===== config.mk =====
export PLATFORM = sky130hd
export DESIGN_NAME = div_unit
export DESIGN_NICKNAME = d
export VERILOG_FILES = /design/src/rtl/div_unit_pkg.sv /design/src/rtl/div_unit_step.sv /design/src/rtl/div_unit.sv
export SDC_FILE = /design/constraint.sdc
export NUM_CORES = 1
export LEC_CHECK = 0
export CELL_PAD_IN_SITES_DETAIL_PLACEMENT = 1
export CELL_PAD_IN_SITES_GLOBAL_PLACEMENT = 1
export CORE_MARGIN = 2
export CORE_UTILIZATION = 43
export CTS_CLUSTER_DIAMETER = 30
export DETAILED_ROUTE_END_ITERATION = 8
export GPL_TIMING_DRIVEN = 1
export PLACE_DENSITY = 0.87
export SLEW_MARGIN = 30
export SYNTH_ARGS = -nofsm -noshare
export SYNTH_HDL_FRONTEND = slang
export SYNTH_SLANG_ARGS = --single-unit

===== constraint.sdc =====
create_clock -name clk -period 5.6 [get_ports clk]
set_input_delay 0.56 -clock clk [delete_from_list [all_inputs] [get_ports clk]]
set_output_delay 0.56 -clock clk [all_outputs]
set_load 0.02 [all_outputs]

===== src/rtl/div_unit_pkg.sv =====
// Shared widths, state codes and handshake levels for the multi-cycle divider.
// The helper returns the magnitude of an operand when signed division is requested.
package div_unit_pkg;

    localparam int DataWidth       = 32;
    localparam int DoubleDataWidth = 64;

    typedef enum logic [1:0] {
        DivFree   = 2'b00,
        DivByZero = 2'b01,
        DivOn     = 2'b10,
        DivEnd    = 2'b11
    } div_state_e;

    localparam logic DivResultReady    = 1'b1;
    localparam logic DivResultNotReady = 1'b0;
    localparam logic DivStart          = 1'b1;
    localparam logic DivStop           = 1'b0;

    function automatic logic [DataWidth-1:0] abs_if_signed(
        input logic [DataWidth-1:0] value,
        input logic                 is_signed
    );
        return (is_signed && value[DataWidth-1]) ? (~value + 32'd1) : value;
    endfunction

endpackage


===== src/rtl/div_unit_step.sv =====
// One radix-2 restoring step: trial-subtract the divisor from the partial remainder
// and either shift (borrow) or keep the difference and shift in a quotient 1.
module div_step
    import div_unit_pkg::*;
(
    input  logic [DoubleDataWidth-1:0] work,
    input  logic [DataWidth-1:0]       divisor,
    output logic [DoubleDataWidth:0]   work_next
);

    logic [DataWidth:0] diff;

    assign diff = {1'b0, work[DoubleDataWidth-1:DataWidth]} - {1'b0, divisor};

    // diff[32] set means the subtraction borrowed, so this quotient bit is 0.
    assign work_next = diff[DataWidth] ? {work, 1'b0}
                                       : {diff[DataWidth-1:0], work[DataWidth-1:0], 1'b1};

endmodule


===== src/rtl/div_unit.sv =====
// Multi-cycle 32-bit DIV/DIVU unit: 32 restoring iterations, sign correction,
// and a ready handshake that the execute stage holds its stall request against.
//
// state     | meaning
// DivFree   | idle, waiting for an accepted start
// DivByZero | divisor was zero, load a zero result
// DivOn     | iterating, one quotient bit per cycle
// DivEnd    | result valid, held until start_i drops
module div_unit
    import div_unit_pkg::*;
(
    input  logic                       clk,
    input  logic                       rst_n,
    input  logic                       signed_div_i,
    input  logic [DataWidth-1:0]       opdata1_i,
    input  logic [DataWidth-1:0]       opdata2_i,
    input  logic                       start_i,
    input  logic                       annul_i,
    output logic [DoubleDataWidth-1:0] result_o,
    output logic                       ready_o
);

    div_state_e                  state, state_nx;
    logic [5:0]                  cnt, cnt_nx;
    logic [DoubleDataWidth:0]    work, work_nx, work_step;
    logic [DataWidth-1:0]        divisor, divisor_nx;
    logic                        sign1, sign1_nx, sign2, sign2_nx;
    logic                        is_signed, is_signed_nx;
    logic [DoubleDataWidth-1:0]  result_nx;
    logic                        ready_nx;
    logic [DataWidth-1:0]        quot_fix, rem_fix;

    div_step u_step (
        .work      (work[DoubleDataWidth-1:0]),
        .divisor   (divisor),
        .work_next (work_step)
    );

    // Results truncate toward zero: quotient sign from both operands, remainder follows the dividend.
    assign quot_fix = (is_signed && (sign1 ^ sign2)) ? (~work_step[DataWidth-1:0] + 32'd1)
                                                     : work_step[DataWidth-1:0];
    assign rem_fix  = (is_signed && sign1) ? (~work_step[DoubleDataWidth:DataWidth+1] + 32'd1)
                                           : work_step[DoubleDataWidth:DataWidth+1];

    always_ff @(posedge clk) begin
        if (!rst_n) begin
            state     <= DivFree;
            cnt       <= '0;
            work      <= '0;
            divisor   <= '0;
            sign1     <= 1'b0;
            sign2     <= 1'b0;
            is_signed <= 1'b0;
            result_o  <= '0;
            ready_o   <= DivResultNotReady;
        end else begin
            state     <= state_nx;
            cnt       <= cnt_nx;
            work      <= work_nx;
            divisor   <= divisor_nx;
            sign1     <= sign1_nx;
            sign2     <= sign2_nx;
            is_signed <= is_signed_nx;
            result_o  <= result_nx;
            ready_o   <= ready_nx;
        end
    end

    always_comb begin
        state_nx     = state;
        cnt_nx       = cnt;
        work_nx      = work;
        divisor_nx   = divisor;
        sign1_nx     = sign1;
        sign2_nx     = sign2;
        is_signed_nx = is_signed;
        result_nx    = result_o;
        ready_nx     = ready_o;
        case (state)
            DivFree: begin
                if (start_i == DivStart && !annul_i) begin
                    sign1_nx     = opdata1_i[DataWidth-1];
                    sign2_nx     = opdata2_i[DataWidth-1];
                    is_signed_nx = signed_div_i;
                    if (opdata2_i == '0) begin
                        state_nx = DivByZero;
                    end else begin
                        work_nx    = {32'b0, abs_if_signed(opdata1_i, signed_div_i), 1'b0};
                        divisor_nx = abs_if_signed(opdata2_i, signed_div_i);
                        cnt_nx     = '0;
                        state_nx   = DivOn;
                    end
                end
            end
            DivByZero: begin
                result_nx = '0;
                ready_nx  = DivResultReady;
                state_nx  = DivEnd;
            end
            DivOn: begin
                if (annul_i) begin
                    state_nx = DivFree;
                end else begin
                    work_nx = work_step;
                    cnt_nx  = cnt + 6'd1;
                    // The 32nd step completes the quotient, so register the result on that same edge.
                    if (cnt == 6'd31) begin
                        result_nx = {rem_fix, quot_fix};
                        ready_nx  = DivResultReady;
                        state_nx  = DivEnd;
                    end
                end
            end
            DivEnd: begin
                if (start_i == DivStop) begin
                    result_nx = '0;
                    ready_nx  = DivResultNotReady;
                    state_nx  = DivFree;
                end
            end
            default: state_nx = DivFree;
        endcase
    end

endmodule


# After elaboration in Yosys (flattened, before gate mapping)
# Index checks and enable logic that the tools add are counted.
# word_totals
ff_bits	172
mem_count	0
in_bits	69
wordCells	73
latch_bits	0
romBits	0
output_inout_bits	65
mem_bits_rw	0
# op_classes
multipliers	0
bitwise	6
n_addsub	6
reduce_logical	15
n_div	0
magnitude_cmp	0
mux	27
n_eq_ne	10
n_shift	0
# op_table
cell	count
$mux 64	6
$pmux 64 s3	1
$add 32x1->32 const B	4
$mux 32	4
$not 32->32	4
$pmux 64 s2	1
$mux 65	1
$sub 32x32->33	1
$logic_not 32->1	1
$mux 6	3
$pmux 6 s2	1
$mux 2	5
$ne 2x2->1 const B	5
$pmux 2 s4	1
$reduce_and 4->1	2
$add 6x1->6 const B	1
$eq 6x5->1 const B	1
$reduce_and 3->1	2
$logic_and 1x1->1	5
$eq 2x2->1 const B	2
$mux 1	3
$ne 3x3->1 const B	1
$pmux 1 s3	1
$reduce_bool 3->1	1
7 further kinds	7

# Longest topological paths before layout
# Gate-level depths: netlist of run 1.
# logic_depth
word_depth	8
mapped_depth	22
depth_no_buf	20

# By module
# Synthesis of run 1 repeated with hierarchy kept, for this count alone.
# unflattened
cells_unflattened	1501
hier_area_um2	11360.9
# modules_own_cells
module	area_each_um2	instances	cells_per_inst	seq_area_each_um2
div_unit	8894.8	1	1113	3443.3
div_step	2466.1	1	388	0.0

# Worst setup path before layout of run 1
# No wires, ideal clock.
# synth_path
path_type	register to register
start	register work[52]
end	register result_o[60]
path_stages_with_launch	20
setup_ns	0.126
slack_ns	1.086
required_time_ns	5.474
period_less_slack_ns	4.514
arrival_time_ns	4.388
n_path_buf	3
cell_sequence	dfxtp_1 ha_1 buf_6 and4_1 a21o_1 a2111oi_4 o21ai_4 buf_6 buf_1 o21ai_0 ha_1 nor3b_1 nand2_1 or3_1 nor4_2 o2111ai_1 nor3_2 a31oi_1 xor2_1 o21ai_1
# synth_between
elab_chain_cells	8
# synth_lines
element	line	text
from (decl)	div_unit.sv:25	logic [DoubleDataWidth:0] work, work_nx, work_step;
from (signal assigned)	div_unit.sv:59	work <= work_nx;
$sub 32x32->33	div_unit_step.sv:13	assign diff = {1'b0, work[DoubleDataWidth-1:DataWidth]} - {1'b0, divisor};
$mux 65 (*)	div_unit_step.sv:16	assign work_next = diff[DataWidth] ? {work, 1'b0}
$not 32->32	div_unit.sv:42	assign rem_fix = (is_signed && sign1) ? (~work_step[DoubleDataWidth:DataWidth+1] + 32'd1)
$add 32x1->32	div_unit.sv:42	
$mux 32 (*)	div_unit.sv:42	
$mux 64 (*)	div_unit.sv:107	if (cnt == 6'd31) begin
$mux 64 (*)	div_unit.sv:101	if (annul_i) begin
$pmux 64 s3 (*)	div_unit.sv:79	case (state)
to (signal assigned)	div_unit.sv:64	result_o <= result_nx;
to (decl)	div_unit.sv:19	output logic [DoubleDataWidth-1:0] result_o,
# Mark *: on every way between the ends. The rest lies on a longest branch, timed or not. The select of a mux whose other input is x is not followed.
# A chain may end at the register's enable or synchronous reset.

# Worst setup path in the final report of run 1
# layout_path
start	register work[51]
end	register result_o[60]
# The elaborated chain is that of the path after synthesis.

==> Flow_metrics.wiki, run 1 <==
{| class="wikitable"
! Metric !! Value
|-
| GRT Total Usage || between 20% and 30%
|-
| Final worst slack || around 0.35 ns
|-
| Worst VDD drop || roughly 200 uV
|-
| Launch instance of the worst register-to-register path || work[51]
|-
| Number of enable flip-flop cells after synthesis || 0
|-
| Category of the worst setup path capture point || flip-flop
|-
| Worst setup path start || work[51]
|-
| Top FF cell, synth || sky130_fd_sc_hd__dfxtp_1
|-
| Count of placed standard cells including taps || 2,014
|-
| Drt drc || 0
|-
| Clock Path Buffers || 2
|-
| Routed wire length || approximately 42,000 um
|-
| Number of resized instances in the post-cts repair step || 0
|-
| Average size of a mapped cell || just under 8 um2
|-
| Worst Path Required || roughly 5.9 ns
|-
| Placed wire-length estimate after detailed placement || ~30,000 um
|-
| Async set-or-reset flop fraction in the synthesized netlist || 0%
|-
| P_leak || about 5.6 nW
|-
| Share of final-layout standard cells stronger than drive strength 1 || 6.137%
|-
| Synth area leaders || sky130_fd_sc_hd__dfxtp_1, sky130_fd_sc_hd__nand2_1, sky130_fd_sc_hd__xor2_1
|-
| Final Hold Violating Endpoints || 0
|-
| Standard-cell row count || between 60 and 70
|-
| CP Launch Type || flip-flop
|-
| Final #Nets || 1,757
|-
| Worst min path class || reg -> reg
|-
| Count of buffers inserted at the top-level ports || around 130
|-
| Post-synthesis cell area || about 0.012 mm2
|-
| Number of sinks driven by the clock tree || between 150 and 200
|-
| Antenna Nets Post-Route || 0
|-
| Worst-case register-to-register setup slack || around 0.35 ns
|-
| Antenna diode count || 0
|-
| Insertion delay of the later-clocked pin in the worst-skew pair || between 0.4 and 0.5 ns
|-
| Setup TNS after final layout || 0 ns
|-
| Worst setup slack before clock tree synthesis || 0.4010 ns
|-
| Clk root buf || sky130_fd_sc_hd__clkbuf_16
|-
| Hold Buf Count CTS || 0
|-
| Arrival @ worst endpoint || 5.56 ns
|-
| Layout Cells excl Fill || between 2,000 and 2,500
|-
| Maximum fanout count along the critical path || 15
|-
| Fin. max-slew vios || 0
|-
| Maximum achievable frequency || 190.4 MHz
|-
| Final Wtd Congestion || ~0.90
|-
| Total number of vias || between 10,000 and 15,000
|-
| Synth warnings || 0
|-
| DRT Pass-1 Iters || 5
|-
| Final Skew || between 0.01 and 0.015 ns
|-
| CTS HTree Levels || 4
|-
| Unrepaired setup endpoints after global routing || false
|-
| Worst Reg2Reg Path Length in Cells || 17
|-
| Number of buffers created by CTS || 17
|-
| Initial antenna violation count || 0
|-
| Post-synthesis cell type with the largest combined area || sky130_fd_sc_hd__dfxtp_1
|-
| Number of DRC markers after the initial detailed-route iteration || a little under 1,000
|-
| Number of distinct library cells after synthesis || 94
|-
| Share of the synthesized area in the top cell type || between 20 and 30%
|-
| Count of state elements after synthesis || 172
|-
| Crit path capture || result_o[60]
|-
| Number of top-level pins || about 130
|-
| Pin count of the biggest net entering global routing || 101
|-
| Die Width || around 170 um
|-
| End of the worst register-to-register path || result_o[60]
|-
| Number of max-cap violations || 0
|-
| Grt ovf || 0
|-
| Die Y || between 150 and 200 um
|-
| CTS tree || yes
|-
| Number of global-route vias before repair || 12,550
|-
| Relative max-transition margin || between 30% and 40%
|-
| Status || finished clean
|-
| Synth Net Count || approximately 1,700
|-
| Clk slew on worst S/H paths || about 0.070 ns
|-
| Setup-failing EPs final || 0
|-
| Overall power of the completed layout || roughly 0.0034 W
|-
| Wire length of the first global-routing pass || slightly below 70,000 um
|-
| Core region area || around 0.029 mm2
|-
| Slew @ Worst Pin || around 1 ns
|-
| Number of instances in the synthesized netlist || around 1,600
|-
| Buffer count from post-CTS setup fixing || 0
|-
| Vias per inst || between 6 and 7
|-
| Floorplan die area || about 0.030 mm2
|-
| Seq/Total Area, Yosys || between 20% and 30%
|-
| Clock period minus worst slack || 5.253 ns
|-
| Type of the setup path with the least slack || reg -> reg
|-
| Wire per inst || roughly 21 um
|-
| Power per unit of standard cell area || around 230 mW/mm2
|-
| Growth of design area from synthesis to finish || 17.15%
|-
| Share of the cycle needed by the critical path after routing || a little over nine tenths
|-
| Initial Utilization || between 40% and 50%
|}
cell usage in the layout (no fill, tap or decap), types with 28 or more instances in the layout:
master and instances:
sky130_fd_sc_hd__nor2b_1 73, sky130_fd_sc_hd__o211ai_1 37, sky130_fd_sc_hd__o211a_1 37, sky130_fd_sc_hd__clkdlybuf4s50_1 132
sky130_fd_sc_hd__xor2_1 75, sky130_fd_sc_hd__a22oi_1 44, sky130_fd_sc_hd__a21oi_1 102, sky130_fd_sc_hd__inv_1 49
sky130_fd_sc_hd__dfxtp_1 172, sky130_fd_sc_hd__ha_1 37, sky130_fd_sc_hd__nor3_1 37, sky130_fd_sc_hd__xnor2_1 55
sky130_fd_sc_hd__nor2_1 91, sky130_fd_sc_hd__nand3_1 28, sky130_fd_sc_hd__nand2_1 209, sky130_fd_sc_hd__o21ai_0 81
sky130_fd_sc_hd__and2_1 34
final cells by class:
class	count	area, um2
inverter	50	187.7
timing repair buffer	145	1439
fill	3477	14040
clock buffer	17	425.4
multi-input combinational	1264	8317
clock inverter	14	210.2
sequential	172	3443
tap	384	480.5
routing by layer:
metal  vias to the layer above  wire, um  share of wire, %  GRT usage (%)
li1                       5830         -                 -              -
met1                      6079     18690                44          35.77
met2                       351     20220                48          47.47
met3                        79      1838               4.4          3.114
met4                         0      1264               3.0          9.489
met5                         -         0                 0              0
report_power, final:
part / leakage (nW) / switching [W] / internal [W]
Sequential: 1.40 / 0.0000453 / 0.00126
Clock: 0.307 / 0.000567 / 0.000758
Combinational: 3.93 / 0.000471 / 0.000279
Total: 5.63 / 0.00108 / 0.00230
Yosys cell counts, drive strengths merged (25+ instances only):
cell type  number
nand2         209
dfxtp         172
a21oi         108
o21ai         103
nor2           94
xor2           75
nor2b          74
clkbuf         62
xnor2          55
inv            50
a22oi          44
nor3           41
ha             37
o211a          37
o211ai         37
and2           36
buf            35
nand3          28
a21boi         25
flip-flops by register name, summed over array words and instances, names as in the netlist:
register,count
sign1,1
divisor,32
state,2
cnt,6
sign2,1
result_o,64
work,64
ready_o,1
is_signed,1
per-stage QoR:
step	hold WS, ns	area [um2]	utilization [%]
after floorplan	0.4410	12380	-
after global placement	0.4380	13830	48.44
after detailed placement	0.4398	13830	48.44
after CTS	0.4497	14460	50.67
after global routing	0.4807	14500	50.80
final	0.4471	14500	50.80
critical path, cell delays in order (launching register included):
cell and delay, ns:
sky130_fd_sc_hd__dfxtp_1 0.48, sky130_fd_sc_hd__ha_1 0.45, sky130_fd_sc_hd__a21oi_1 0.29, sky130_fd_sc_hd__o21ai_2 0.12
sky130_fd_sc_hd__a21o_1 0.23, sky130_fd_sc_hd__a2111oi_4 0.56, sky130_fd_sc_hd__o21ai_4 0.19, sky130_fd_sc_hd__o21ai_0 0.32
sky130_fd_sc_hd__ha_1 0.26, sky130_fd_sc_hd__nor3b_2 0.32, sky130_fd_sc_hd__nand2_1 0.13, sky130_fd_sc_hd__or3_1 0.37
sky130_fd_sc_hd__nor4_2 0.27, sky130_fd_sc_hd__o2111ai_1 0.40, sky130_fd_sc_hd__nor3_2 0.31, sky130_fd_sc_hd__a31oi_1 0.16
sky130_fd_sc_hd__xor2_1 0.19, sky130_fd_sc_hd__o21ai_1 0.07
how the worst min path moves through the flow:
| stage | start | cells after the start | slack (ns) | endpoint |
|---|---|---|---|---|
| after floorplan | divisor[31] | 2 | 0.44 | divisor[31] |
| after global routing | result_o[54] | 2 | 0.48 | result_o[54] |
| after CTS | result_o[53] | 2 | 0.45 | result_o[53] |
| after global placement | result_o[25] | 2 | 0.44 | result_o[25] |
| final | result_o[53] | 2 | 0.45 | result_o[53] |
| after detailed placement | result_o[53] | 2 | 0.44 | result_o[53] |
cell families after synthesis:
family / share of synthesized area (%)
AO/OA/AOI/OAI: 27.80
XOR/XNOR: 9.197
adder cells (fa/ha/maj): 3.901
buffers and inverters: 5.337
flip-flops: 27.81
multiplexers: 1.769
AND/OR/NAND/NOR: 24.19
Power figures use the tool's default switching activity.
==> run 2, diff against run 1 <==
--- a/config.mk
+++ b/config.mk
@@ -13,7 +13,7 @@
 export DETAILED_ROUTE_END_ITERATION = 8
 export GPL_TIMING_DRIVEN = 1
 export PLACE_DENSITY = 0.87
-export SLEW_MARGIN = 30
+export SLEW_MARGIN = 0
 export SYNTH_ARGS = -nofsm -noshare
 export SYNTH_HDL_FRONTEND = slang
 export SYNTH_SLANG_ARGS = --single-unit
==> run 2 against run 1 <==
  * Sequential share of layout area up 0.055 points
  * Worst setup slack better by 0.037 ns
  * Global-route usage unchanged
  * First-iteration DRC count up 12%
  * Utilization down 0.12 points
  * Die area unchanged
  * Register-to-register slack better by 0.04 ns
  * Sequential cell count unchanged
  * Design area down 0.23%
  * Largest cell class unchanged
  * Largest power group unchanged
==> Flow_metrics.wiki, run 2 (synthesized netlist as in run 1, its figures left out) <==
{| class="wikitable"
! Metric !! Value
|-
| Status || finished clean (unchanged)
|-
| Switching portion of total power || 32.02% (was 32.06%)
|-
| Buffer count from post-CTS setup fixing || 0 (unchanged)
|-
| Clock period minus worst slack || 5.216 ns (was 5.253 ns)
|-
| Commonest non-fill, non-tap cell in the layout || sky130_fd_sc_hd__nand2_1 (unchanged)
|-
| End of the worst register-to-register path || result_o[60] (unchanged)
|-
| Count of buffers inserted at the top-level ports || 133 (unchanged)
|-
| Insertion delay of the later-clocked pin in the worst-skew pair || 0.44 ns (about the same)
|-
| Fin util || 50.68% (was 50.80%)
|-
| Cell-by-cell listing of the critical path || ha_1 > a21oi_1 > o21ai_2 > a21o_1 > a2111oi_4 > o21ai_4 > o21ai_0 > ha_1 > nor3b_2 > nand2_1 > or3_1 > nor4_2 > o2111ai_1 > nor3_2 > a31oi_1 > xor2_1 > o21ai_1 (unchanged)
|-
| Final Wtd Congestion || 0.9039 (unchanged)
|-
| Placed wire-length estimate after detailed placement || 30,910 um (unchanged)
|-
| Delay of the slowest cell on the worst path || 0.56 ns (about the same)
|-
| Standard-cell row count || 62 (unchanged)
|-
| Share of the cycle needed by the critical path after routing || 93.15% (was 93.81%)
|-
| Antenna diode count || 0 (unchanged)
|-
| GRT Total Usage || 27.55% (unchanged)
|-
| Clk slew on worst S/H paths || 0.07 ns (about the same)
|-
| Cell with the most instances on the worst path || sky130_fd_sc_hd__ha_1 (unchanged)
|-
| Launch instance of the worst register-to-register path || work[51] (unchanged)
|-
| CTS tree || yes (unchanged)
|-
| Clk root buf || sky130_fd_sc_hd__clkbuf_16 (unchanged)
|-
| Routed wire length || 41,920 um (was 42,010 um)
|-
| Worst-case register-to-register setup slack || 0.38 ns (was 0.35 ns)
|-
| Layout Cells excl Fill || 2,045 (was 2,046)
|-
| Setup-failing EPs final || 0 (unchanged)
|-
| Die Width || 173.7 um (unchanged)
|-
| Floorplan die area || 0.03016 mm2 (unchanged)
|-
| Initial antenna violation count || 0 (unchanged)
|-
| Final #Nets || 1,756 (was 1,757)
|-
| Wire length of the first global-routing pass || 67,610 um (unchanged)
|-
| Buffers & Inverters on Critical Path || 0 (unchanged)
|-
| Min-delay src || result_o[53] (unchanged)
|-
| P_leak || 5.621 nW (was 5.634 nW)
|-
| Fin. max-slew vios || 0 (unchanged)
|-
| Number of buffers created by CTS || 17 (unchanged)
|-
| DRT Pass-1 Iters || 7 (was 5)
|-
| Count of placed standard cells including taps || 2,014 (unchanged)
|-
| Worst min path class || reg -> reg (unchanged)
|-
| Highest-count cells in the layout ignoring fill and taps || sky130_fd_sc_hd__nand2_1, sky130_fd_sc_hd__dfxtp_1, sky130_fd_sc_hd__clkdlybuf4s50_1 (unchanged)
|-
| Maximum achievable frequency || 191.7 MHz (was 190.4 MHz)
|-
| Pin count of the biggest net entering global routing || 101 (unchanged)
|-
| Drt drc || 0 (unchanged)
|-
| CP Launch Type || flip-flop (unchanged)
|-
| Vias per inst || 6.011 (was 6.031)
|-
| Power share of the clock group || 39.2% (about the same)
|-
| Share of final-layout standard cells stronger than drive strength 1 || 6.020% (was 6.137%)
|-
| Setup TNS after final layout || 0 ns (unchanged)
|-
| Crit path depth || 17 (unchanged)
|-
| Worst setup path start || work[51] (unchanged)
|-
| Maximum fanout count along the critical path || 15 (unchanged)
|-
| Antenna Nets Post-Route || 0 (unchanged)
|-
| Slew @ Worst Pin || 1.073 ns (was 0.9984 ns)
|-
| Final Hold Violating Endpoints || 0 (unchanged)
|-
| Logic pwr share || 22.1% (was 22.2%)
|-
| Number of max-cap violations || 0 (unchanged)
|-
| Growth of design area from synthesis to finish || 16.88% (was 17.15%)
|-
| Final Skew || 0.01063 ns (was 0.01186 ns)
|-
| Wire per inst || 20.50 um (was 20.53 um)
|-
| Worst Hold Margin || 0.4471 ns (about the same)
|-
| Initial Utilization || 43.36% (unchanged)
|-
| Grt ovf || 0 (unchanged)
|-
| Switching component of the power || 0.001080 W (was 0.001083 W)
|-
| Top Registers || result_o (64), work (64), divisor (32) (unchanged)
|-
| Worst VDD drop || 203.5 uV (was 204.3 uV)
|-
| Type of the setup path with the least slack || reg -> reg (unchanged)
|-
| Clock Path Buffers || 2 (unchanged)
|-
| Number of sinks driven by the clock tree || 172 (unchanged)
|-
| Arrival @ worst endpoint || 5.52 ns (was 5.56 ns)
|-
| Total number of vias || 12,290 (was 12,340)
|-
| Internal cell power || 0.002294 W (was 0.002296 W)
|-
| Worst Reg2Reg Path Length in Cells || 17 (unchanged)
|-
| Cell class contributing the biggest share of worst-path delay || compound AO/OA/AOI/OAI gates (unchanged)
|-
| Sequential group share of total power || 38.7% (was 38.6%)
|-
| Number of DRC markers after the initial detailed-route iteration || 1,103 (was 988)
|-
| Hold Buf Count CTS || 0 (unchanged)
|-
| Worst Path Required || 5.90 ns (about the same)
|-
| Number of top-level pins || 134 (unchanged)
|-
| Number of global-route vias before repair || 12,550 (unchanged)
|-
| Crit path capture || result_o[60] (unchanged)
|-
| Number of resized instances in the post-cts repair step || 0 (unchanged)
|-
| Core region area || 0.02855 mm2 (unchanged)
|-
| Relative max-transition margin || 28.28% (was 32.50%)
|-
| Power per unit of standard cell area || 233.2 mW/mm2 (was 233.0 mW/mm2)
|-
| Unrepaired setup endpoints after global routing || false (unchanged)
|-
| Library cell contributing the largest single delay on the critical path || sky130_fd_sc_hd__a2111oi_4 (unchanged)
|-
| CTS HTree Levels || 4 (unchanged)
|-
| Die Y || 173.7 um (unchanged)
|-
| Category of the worst setup path capture point || flip-flop (unchanged)
|}
run 2: routing by layer:
| metal | GRT usage, % | wire (um) | vias to the layer above |
|---|---|---|---|
| met4 | 9.489 | 1276 | 0 |
| met3 | 3.114 | 1763 | 75 |
| met2 | 47.47 | 20150 | 336 |
| li1 | - | - | 5824 |
| met5 | 0 | 0 | - |
| met1 | 35.77 | 18730 | 6058 |
run 2: metrics by stage:
| step | setup WS [ns] | power (W) | instance area (um2) |
|---|---|---|---|
| 6_report | 0.3839 | 0.003374 | 14470 |
| 5_1_grt | 0.03692 | 0.003505 | 14470 |
| 4_1_cts | 0.3160 | 0.003367 | 14460 |
| 3_5_place_dp | 0.4010 | 0.002054 | 13830 |
| 3_3_place_gp | 0.6654 | 0.002028 | 13830 |
| 2_1_floorplan | 1.086 | 0.001824 | 12380 |
run 2: layout make-up:
type | instances | area, um2
Clock inverter | 14 | 210.2
Tap cell | 384 | 480.5
Clock buffer | 17 | 425.4
Sequential cell | 172 | 3443
Multi-Input combinational cell | 1264 | 8310
Inverter | 50 | 187.7
Fill cell | 3483 | 14080
Timing Repair Buffer | 144 | 1411
run 2: power groups by stage:
stage               combinational (W)  sequential [W]  clock, W
finish                       0.000745         0.00130   0.00132
global route                 0.000812         0.00131   0.00138
CTS                          0.000734         0.00130   0.00133
detailed placement           0.000725         0.00133         0
global placement             0.000701         0.00133         0
floorplan                    0.000511         0.00131         0
run 2: worst min-delay path, stage by stage, from the launching register on:
cell,delay (ns)
sky130_fd_sc_hd__dfxtp_1,0.31
sky130_fd_sc_hd__nand2_1,0.05
sky130_fd_sc_hd__o21ai_1,0.05
run 2: worst min path at each step:
stage / to / slack, ns / cells past startpoint
after floorplan: divisor[31] / 0.44 / 2
after global placement: result_o[25] / 0.44 / 2
after detailed placement: result_o[53] / 0.44 / 2
after CTS: result_o[53] / 0.45 / 2
after global routing: result_o[54] / 0.48 / 2
final: result_o[53] / 0.45 / 2
